<file path="src/rtl/fetch_pc_unit.sv">
`default_nettype none
`timescale 1ns/1ps
// ============================================================================
// Module      : fetch_pc_unit
// Description : Program counter and instruction-fetch stage. Fetches one
//               instruction per step over a req/ready memory handshake and
//               presents it to decode for a single execute cycle.
// Revision    : 1.0 - initial release
// ============================================================================
module fetch_pc_unit #(
  parameter logic [31:0] RESET_PC = 32'h0000_0000,
  parameter int unsigned TIMEOUT  = 16
) (
  input  logic        clk,
  input  logic        rst,
  output logic        imem_req,
  output logic [31:0] imem_addr,
  input  logic        imem_ready,
  input  logic [31:0] imem_rdata,
  output logic [31:0] instr,
  output logic        instr_valid,
  output logic [31:0] PC,
  output logic [31:0] PCPlus4,
  input  logic        PCSrc,
  input  logic        JumpTargetSel,
  input  logic        done,
  input  logic [31:0] ImmExt,
  input  logic [31:0] ALUResult,
  output logic        halted,
  output logic [1:0]  fault
);

  localparam int unsigned     c_cnt_w    = (TIMEOUT < 2) ? 1 : $clog2(TIMEOUT + 1);
  localparam logic [c_cnt_w-1:0] c_cnt_last = c_cnt_w'(TIMEOUT - 1);
  localparam logic [c_cnt_w-1:0] c_cnt_zero = c_cnt_w'(0);
  localparam logic [c_cnt_w-1:0] c_cnt_one  = c_cnt_w'(1);

  localparam logic [1:0] c_st_fetch = 2'd0;
  localparam logic [1:0] c_st_exec  = 2'd1;
  localparam logic [1:0] c_st_halt  = 2'd2;

  localparam logic [1:0] c_fault_none     = 2'b00;
  localparam logic [1:0] c_fault_misalign = 2'b01;
  localparam logic [1:0] c_fault_timeout  = 2'b10;

  localparam logic [31:0] c_nop = 32'h0000_0013;

  logic [1:0]         r_state;
  logic [31:0]        r_pc;
  logic [31:0]        r_instr;
  logic [c_cnt_w-1:0] r_cnt;
  logic [1:0]         r_fault;

  logic [31:0] w_pc_plus4;
  logic [31:0] w_branch_target;
  logic [31:0] w_jalr_target;
  logic [31:0] w_target;
  logic        w_misaligned;
  logic        w_unused;

  assign w_pc_plus4      = r_pc + 32'd4;
  assign w_branch_target = r_pc + ImmExt;
  assign w_jalr_target   = {ALUResult[31:1], 1'b0};
  assign w_target        = JumpTargetSel ? w_jalr_target : w_branch_target;
  // Only a word-aligned target is fetchable; bit 0 is always cleared for jalr
  // and branch immediates are even, so bit 1 alone signals misalignment.
  assign w_misaligned    = w_target[1];
  assign w_unused        = ALUResult[0];

  always_ff @(posedge clk) begin
    if (rst) begin
      r_state <= c_st_fetch;
      r_pc    <= RESET_PC;
      r_instr <= c_nop;
      r_cnt   <= c_cnt_zero;
      r_fault <= c_fault_none;
    end else begin
      case (r_state)
        c_st_fetch: begin
          if (imem_ready) begin
            r_instr <= imem_rdata;
            r_cnt   <= c_cnt_zero;
            r_state <= c_st_exec;
          end else if (r_cnt == c_cnt_last) begin
            r_fault <= c_fault_timeout;
            r_state <= c_st_halt;
          end else begin
            r_cnt <= r_cnt + c_cnt_one;
          end
        end
        c_st_exec: begin
          if (done) begin
            r_state <= c_st_halt;
          end else if (!PCSrc) begin
            r_pc    <= w_pc_plus4;
            r_state <= c_st_fetch;
          end else if (w_misaligned) begin
            r_fault <= c_fault_misalign;
            r_state <= c_st_halt;
          end else begin
            r_pc    <= w_target;
            r_state <= c_st_fetch;
          end
        end
        c_st_halt: begin
          r_state <= c_st_halt;
        end
        default: begin
          r_state <= c_st_halt;
        end
      endcase
    end
  end

  assign imem_req    = (r_state == c_st_fetch);
  assign instr_valid = (r_state == c_st_exec);
  assign halted      = (r_state == c_st_halt);
  assign imem_addr   = r_pc;
  assign PC          = r_pc;
  assign PCPlus4     = w_pc_plus4;
  assign instr       = r_instr;
  assign fault       = r_fault;

endmodule
`default_nettype wire
</file>
<file path="config.mk">
export PLATFORM = sky130hd
export DESIGN_NAME = fetch_pc_unit
export DESIGN_NICKNAME = d
export VERILOG_FILES = /design/src/rtl/fetch_pc_unit.sv
export SDC_FILE = /design/constraint.sdc
export NUM_CORES = 1
export LEC_CHECK = 0
export CORE_ASPECT_RATIO = 1.2
export CORE_MARGIN = 3
export CORE_UTILIZATION = 46
export DETAILED_ROUTE_END_ITERATION = 10
export HOLD_SLACK_MARGIN = 0.12
export PLACE_DENSITY = 0.84
export SLEW_MARGIN = 20
export SYNTH_ARGS = -nofsm -noshare
export SYNTH_HDL_FRONTEND = slang
export SYNTH_SLANG_ARGS = --single-unit
</file>
<file path="constraint.sdc">
create_clock -name clk -period 4.45 [get_ports clk]
set_input_delay 0.6675 -clock clk [delete_from_list [all_inputs] [get_ports clk]]
set_output_delay 0.6675 -clock clk [all_outputs]
set_load 0.005 [all_outputs]
</file>
## Word level (Yosys, flattened, before mapping)

Cells that the tools add are included.
Widths: inputs -> output; s select.

| operators by class | value |
|---|---|
| add/subtract/negate cells | 3 |
| equal/unequal tests | 11 |
| muxes and demuxes | 16 |
| bitwise operators | 1 |
| reductions and logical operators | 6 |

Operators with widths:

| kind | number |
|---|---|
| $mux 32 | 3 |
| $add 32x3->32 const B | 1 |
| $add 32x32->32 | 1 |
| $mux 2 | 9 |
| $mux 5 | 2 |
| $ne 2x2->1 const B | 4 |
| $pmux 2 s2 | 2 |
| $ne 2x1->1 const B | 3 |
| $reduce_and 6->1 | 1 |
| $add 5x1->5 const B | 1 |
| $eq 5x4->1 const B | 1 |
| $reduce_and 2->1 | 2 |
| $ne 3x1->1 const B | 1 |
| $reduce_and 3->1 | 1 |
| $eq 2x1->1 const B | 1 |
| $eq 2x2->1 const B | 1 |
| $logic_not 2->1 | 1 |
| $reduce_bool 2->1 | 1 |
| $not 1->1 | 1 |

| storage, ports and cells | value |
|---|---|
| register bits after elaboration | 73 |
| word-level logic and storage cells | 42 |

## Depth between registers and ports, before layout

| depth | value |
|---|---|
| word-level depth | 6 |
| depth in mapped cells | 11 |
| mapped depth without buffers | 10 |

## Worst setup path before layout

No wires, ideal clock.

| timing path | value |
|---|---|
| path kind | input-to-reg |
| start point | input port ImmExt[0] |
| end point | register r_pc[28], in the netlist PC[28] |
| setup time | 0.101 ns |
| arrival time | 2.510 ns |
| slack | 1.839 ns |
| cell stages on the path | 11 |
| path buffers | 1 |
| path through | ha_1 ha_1 a21oi_1 nor2_1 or2_0 buf_2 a21o_1 o221ai_2 nor4_1 and3_1 o41ai_1 |

| between the ends | value |
|---|---|
| word-level cells in the longest chain between the ends | 4 |

RTL lines:

| item | line | text |
|---|---|---|
| from (decl) | 27 | `input logic [31:0] ImmExt,` |
| $add 32x32->32 * | 62 | `assign w_branch_target = r_pc + ImmExt;` |
| $mux 32 * | 64 | `assign w_target = JumpTargetSel ? w_jalr_target : w_branch_target;` |
| $ne 2x2->1 (no line) / $mux 32 (equally long branches) | -- |  |
| $reduce_and 3->1 (no line) / $mux 32 (equally long branches) | -- |  |
| to (signal assigned) | 95 | `r_pc <= w_pc_plus4;` |
| to (signal assigned) | 101 | `r_pc <= w_target;` |
| to (decl) | 49 | `logic [31:0] r_pc;` |

Every way passes the cells marked *; elsewhere a longest branch is shown, timed or not. The select of a mux whose other input is x is not followed.
A chain may end at the register's enable or synchronous reset.

## Final worst setup path

| timing path | value |
|---|---|
| start point | register r_pc[2], in the netlist PC[2] |
| end point | output port PCPlus4[24] |

| between the ends | value |
|---|---|
| word-level cells in the longest chain between the ends | 1 |

RTL lines:

| item | line | text |
|---|---|---|
| $add 32x3->32 | 61 | `assign w_pc_plus4 = r_pc + 32'd4;` |
| to (decl) | 23 | `output logic [31:0] PCPlus4,` |

Every way passes these cells.

==> results.yml <==
run_status:
  status: "finished, final reports clean"
critical_path:
  worstSetupPathType: "reg2out"
  r2r.worst_path.cells: 9
  crit_buf_inv: 1
  cp_slowest_stage_delay_ns: 0.54
  r2r-start: "PC[0]"
  critPathArrivalTime_ns: 3.18
  crit_path_end_kind: "output port"
  r2r_slack_ns: 1.41
  slowest_stage: "dfxtp_1"
  reg2reg_to: "PC[30]"
  start_kind: "register"
  required_ns: 3.78
  worstPathCellList: "ha_1, nand3_1, nor3_4, nand2_4, or3_4, xnor2_2, clkdlybuf4s50_1"
  crit_family: "simple AND/OR/NAND/NOR gates"
  path_max_fanout: 10
floorplanning:
  start_util_pct: 48.0
  dieArea_um2: 14300
  fp.dieH_um: 130
  core_um2: 12300
  row_count: 44
  io_pins: 235
  fp.dieW_um: 110
sta:
  period_needed_ns: 3.85
  tightest_slew_ns: 0.938
  slew_headroom_pct: 37.3
  setup_viol: 0
  slew_violations: 0
  fin_crit_sh_pct: 86.4
  fmax_mhz: 260
  finalHoldViolCount: 0
  hold-worst-slack_ns: 0.452
  rsz0062_at_grt: "no"
  tns_ns: 0
  fin_skew_ns: 0.00873
yosys:
  async_flop_share_pct: 0
  synth_cell_type_count: 77
  syn-cell-area_um2: 5920
  ys_dominant_reg_cell: "dfxtp_1"
  yosysSeqAreaShare_pct: 24.3
  yosysWarnings: 0
  syn_inst: 814
  synth_edf_count: 0
  syn_area_per_cell_um2: 7.28
  ys_seq_elements: 72
routing:
  drc: 0
  first_pass_iters: 5
  avgRoutedWirePerCell_um: 17.9
  route.vias.total: 6538
  drt-total-wl_um: 20500
  antenna_left: 0
  drtIter0Drc: 431
  vias_per_cell: 5.70
clock_tree:
  cts_buffer_depth: 2
  cts.sinks: 72
  root_buffer: "clkbuf_16"
  clock_latency_ns: 0.34
  cts_tree: "built"
  htreeDepth: 3
  clk_pin_slew_ns: 0.06
  post-cts-setup-buffers: 0
  cts_buffers: 9
  cts_hold_buf: 0
  ctsResizeCount: 0
power:
  finalPower_mw: 1.91
  seqPwrFrac_pct: 36.8
  p_leak_nw: 3.19
  p_clk_share_pct: 39.0
  cell_internal_pwr_mw: 1.35
  p_sw_mw: 0.557
  ir_worst_vdd_mv: 0.244
  p_comb_share_pct: 24.2
  p_sw_share_pct: 29.2
  power-per-cell-area_nw_per_um2: 230
placed_design:
  gp_congestion: 0.982
  placed_area_um2: 8020
  port_buffers: 230
  dp_hpwl_um: 15100
global_route:
  grt_pass1_wl_um: 31700
  grt_max_degree: 44
  grtUsageTotal_pct: 27.9
  globalRouteOverflowTotal: 0
  antenna_found_initial: 0
  grt_pass1_vias: 6252
finish:
  nNetsFinal: 1117
  area_delta_synth_final_pct: 40.4
  diodes: 0
  final_cell_area_um2: 8320
  drive_above_1_share_pct: 5.38
worst_hold_path:
  hp-class: "reg2reg"
  hp-start: "instr[25]"
  holdPathEnd: "instr[25]"
  hold_depth: 2
flow_run:
  cap_violations: 0
## logic make-up (layout without fill, tap and decap cells)
logic type	after synthesis	in the layout	share of synthesized area (%)
adder cells (fa/ha/maj)	34	34	7.18
AO/OA/AOI/OAI	239	239	25.1
flip-flops	72	72	24.3
other	1	3	0.0633
AND/OR/NAND/NOR	310	310	25.5
buffers and inverters	101	271	9.06
XOR/XNOR	50	50	7.52
multiplexers	7	7	1.25
## power groups by stage
stage / registers, mW / clock network [mW] / logic [mW]
after floorplan: 0.713 / 0 / 0.238
after global placement: 0.717 / 0 / 0.454
after detailed placement: 0.718 / 0 / 0.457
after CTS: 0.704 / 0.748 / 0.460
after global routing: 0.709 / 0.782 / 0.504
final: 0.704 / 0.745 / 0.463
## worst max-delay path by stage
| stage | from | endpoint | slack (ns) | cells past startpoint |
|---|---|---|---|---|
| after global routing | PC[2] | PCPlus4[24] | 0.43 | 7 |
| after global placement | ImmExt[0] | PC[30] | 0.75 | 10 |
| after detailed placement | ImmExt[0] | PC[30] | 0.75 | 10 |
| after floorplan | ImmExt[0] | PC[28] | 1.84 | 11 |
| after CTS | PC[2] | PCPlus4[24] | 0.66 | 7 |
| final | PC[2] | PCPlus4[24] | 0.60 | 7 |
## final cells by class
class / instances / area, µm²
Sequential cell: 72 / 1440
Inverter: 17 / 63.8
Multi-Input combinational cell: 643 / 3960
Tap cell: 161 / 201
Timing Repair Buffer: 238 / 2360
Clock buffer: 10 / 229
Fill cell: 1083 / 4020
Clock inverter: 6 / 67.6
## cells in the mapped netlist (5+ instances only)
cell type / instances / area [µm²]
clkbuf_1: 34 / 128
a31oi_1: 13 / 81.3
and4_1: 5 / 43.8
a21oi_1: 99 / 495
nand3b_1: 6 / 45.0
buf_2: 6 / 30.0
xor2_1: 17 / 149
nor2b_1: 9 / 56.3
o31ai_1: 5 / 37.5
inv_1: 16 / 60.1
a211oi_1: 9 / 67.6
nand3_1: 18 / 90.1
buf_4: 37 / 278
nor2_1: 55 / 206
a21o_1: 10 / 75.1
ha_1: 34 / 425
o21bai_1: 5 / 37.5
xnor2_1: 32 / 280
dfxtp_1: 72 / 1440
buf_1: 5 / 18.8
and3_1: 13 / 81.3
o22ai_1: 9 / 56.3
o211ai_1: 16 / 120
nand2_1: 143 / 537
o21ai_0: 32 / 160
nor3_1: 11 / 55.1
nand4_1: 12 / 75.1
and2_1: 5 / 31.3
## per-stage QoR
stage	cells	util [%]	setup WS, ns
final	1147	67.4	0.604
after floorplan	816	-	1.84
after CTS	1147	67.4	0.656
after global routing	1147	67.4	0.429
after global placement	1131	65.0	0.750
after detailed placement	1131	65.0	0.753
## sequential cells by signal, indices dropped and copies added (netlist names)
signal	count
r_cnt	5
instr	32
r_state	2
PC	31
fault	2
## cell usage in the layout, fill, tap and decap left out, types with 5 or more instances in the layout
| cell type | netlist | final |
|---|---|---|
| a211oi_1 | 9 | 9 |
| a21o_1 | 10 | 10 |
| a21oi_1 | 99 | 99 |
| a31oi_1 | 13 | 13 |
| and3_1 | 13 | 13 |
| and4_1 | 5 | 5 |
| buf_4 | 37 | 8 |
| clkbuf_16 | 0 | 9 |
| clkdlybuf4s50_1 | 0 | 229 |
| dfxtp_1 | 72 | 72 |
| ha_1 | 34 | 34 |
| inv_1 | 16 | 16 |
| nand2_1 | 143 | 142 |
| nand3_1 | 18 | 18 |
| nand3b_1 | 6 | 6 |
| nand4_1 | 12 | 12 |
| nor2_1 | 55 | 55 |
| nor2b_1 | 9 | 9 |
| nor3_1 | 11 | 11 |
| o211ai_1 | 16 | 16 |
| o21ai_0 | 32 | 32 |
| o21bai_1 | 5 | 5 |
| o22ai_1 | 9 | 9 |
| o31ai_1 | 5 | 5 |
| xnor2_1 | 32 | 32 |
| xor2_1 | 17 | 17 |
## worst min-delay path: cells and delay by family (launching register included)
| family | cells | cell delay [ns] |
|---|---|---|
| flip-flops | 1 | 0.31 |
| AND/OR/NAND/NOR | 1 | 0.05 |
| AO/OA/AOI/OAI | 1 | 0.05 |
## per-layer routing
metal | wire (µm) | vias to the layer above | global-route usage, %
met3 | 1460 | 45 | 4.40
met5 | 0 | - | 0
met1 | 8430 | 3018 | 35.3
li1 | - | 3198 | -
met2 | 9970 | 277 | 47.4
met4 | 637 | 0 | 10.9
Power figures use the tool's default switching activity.
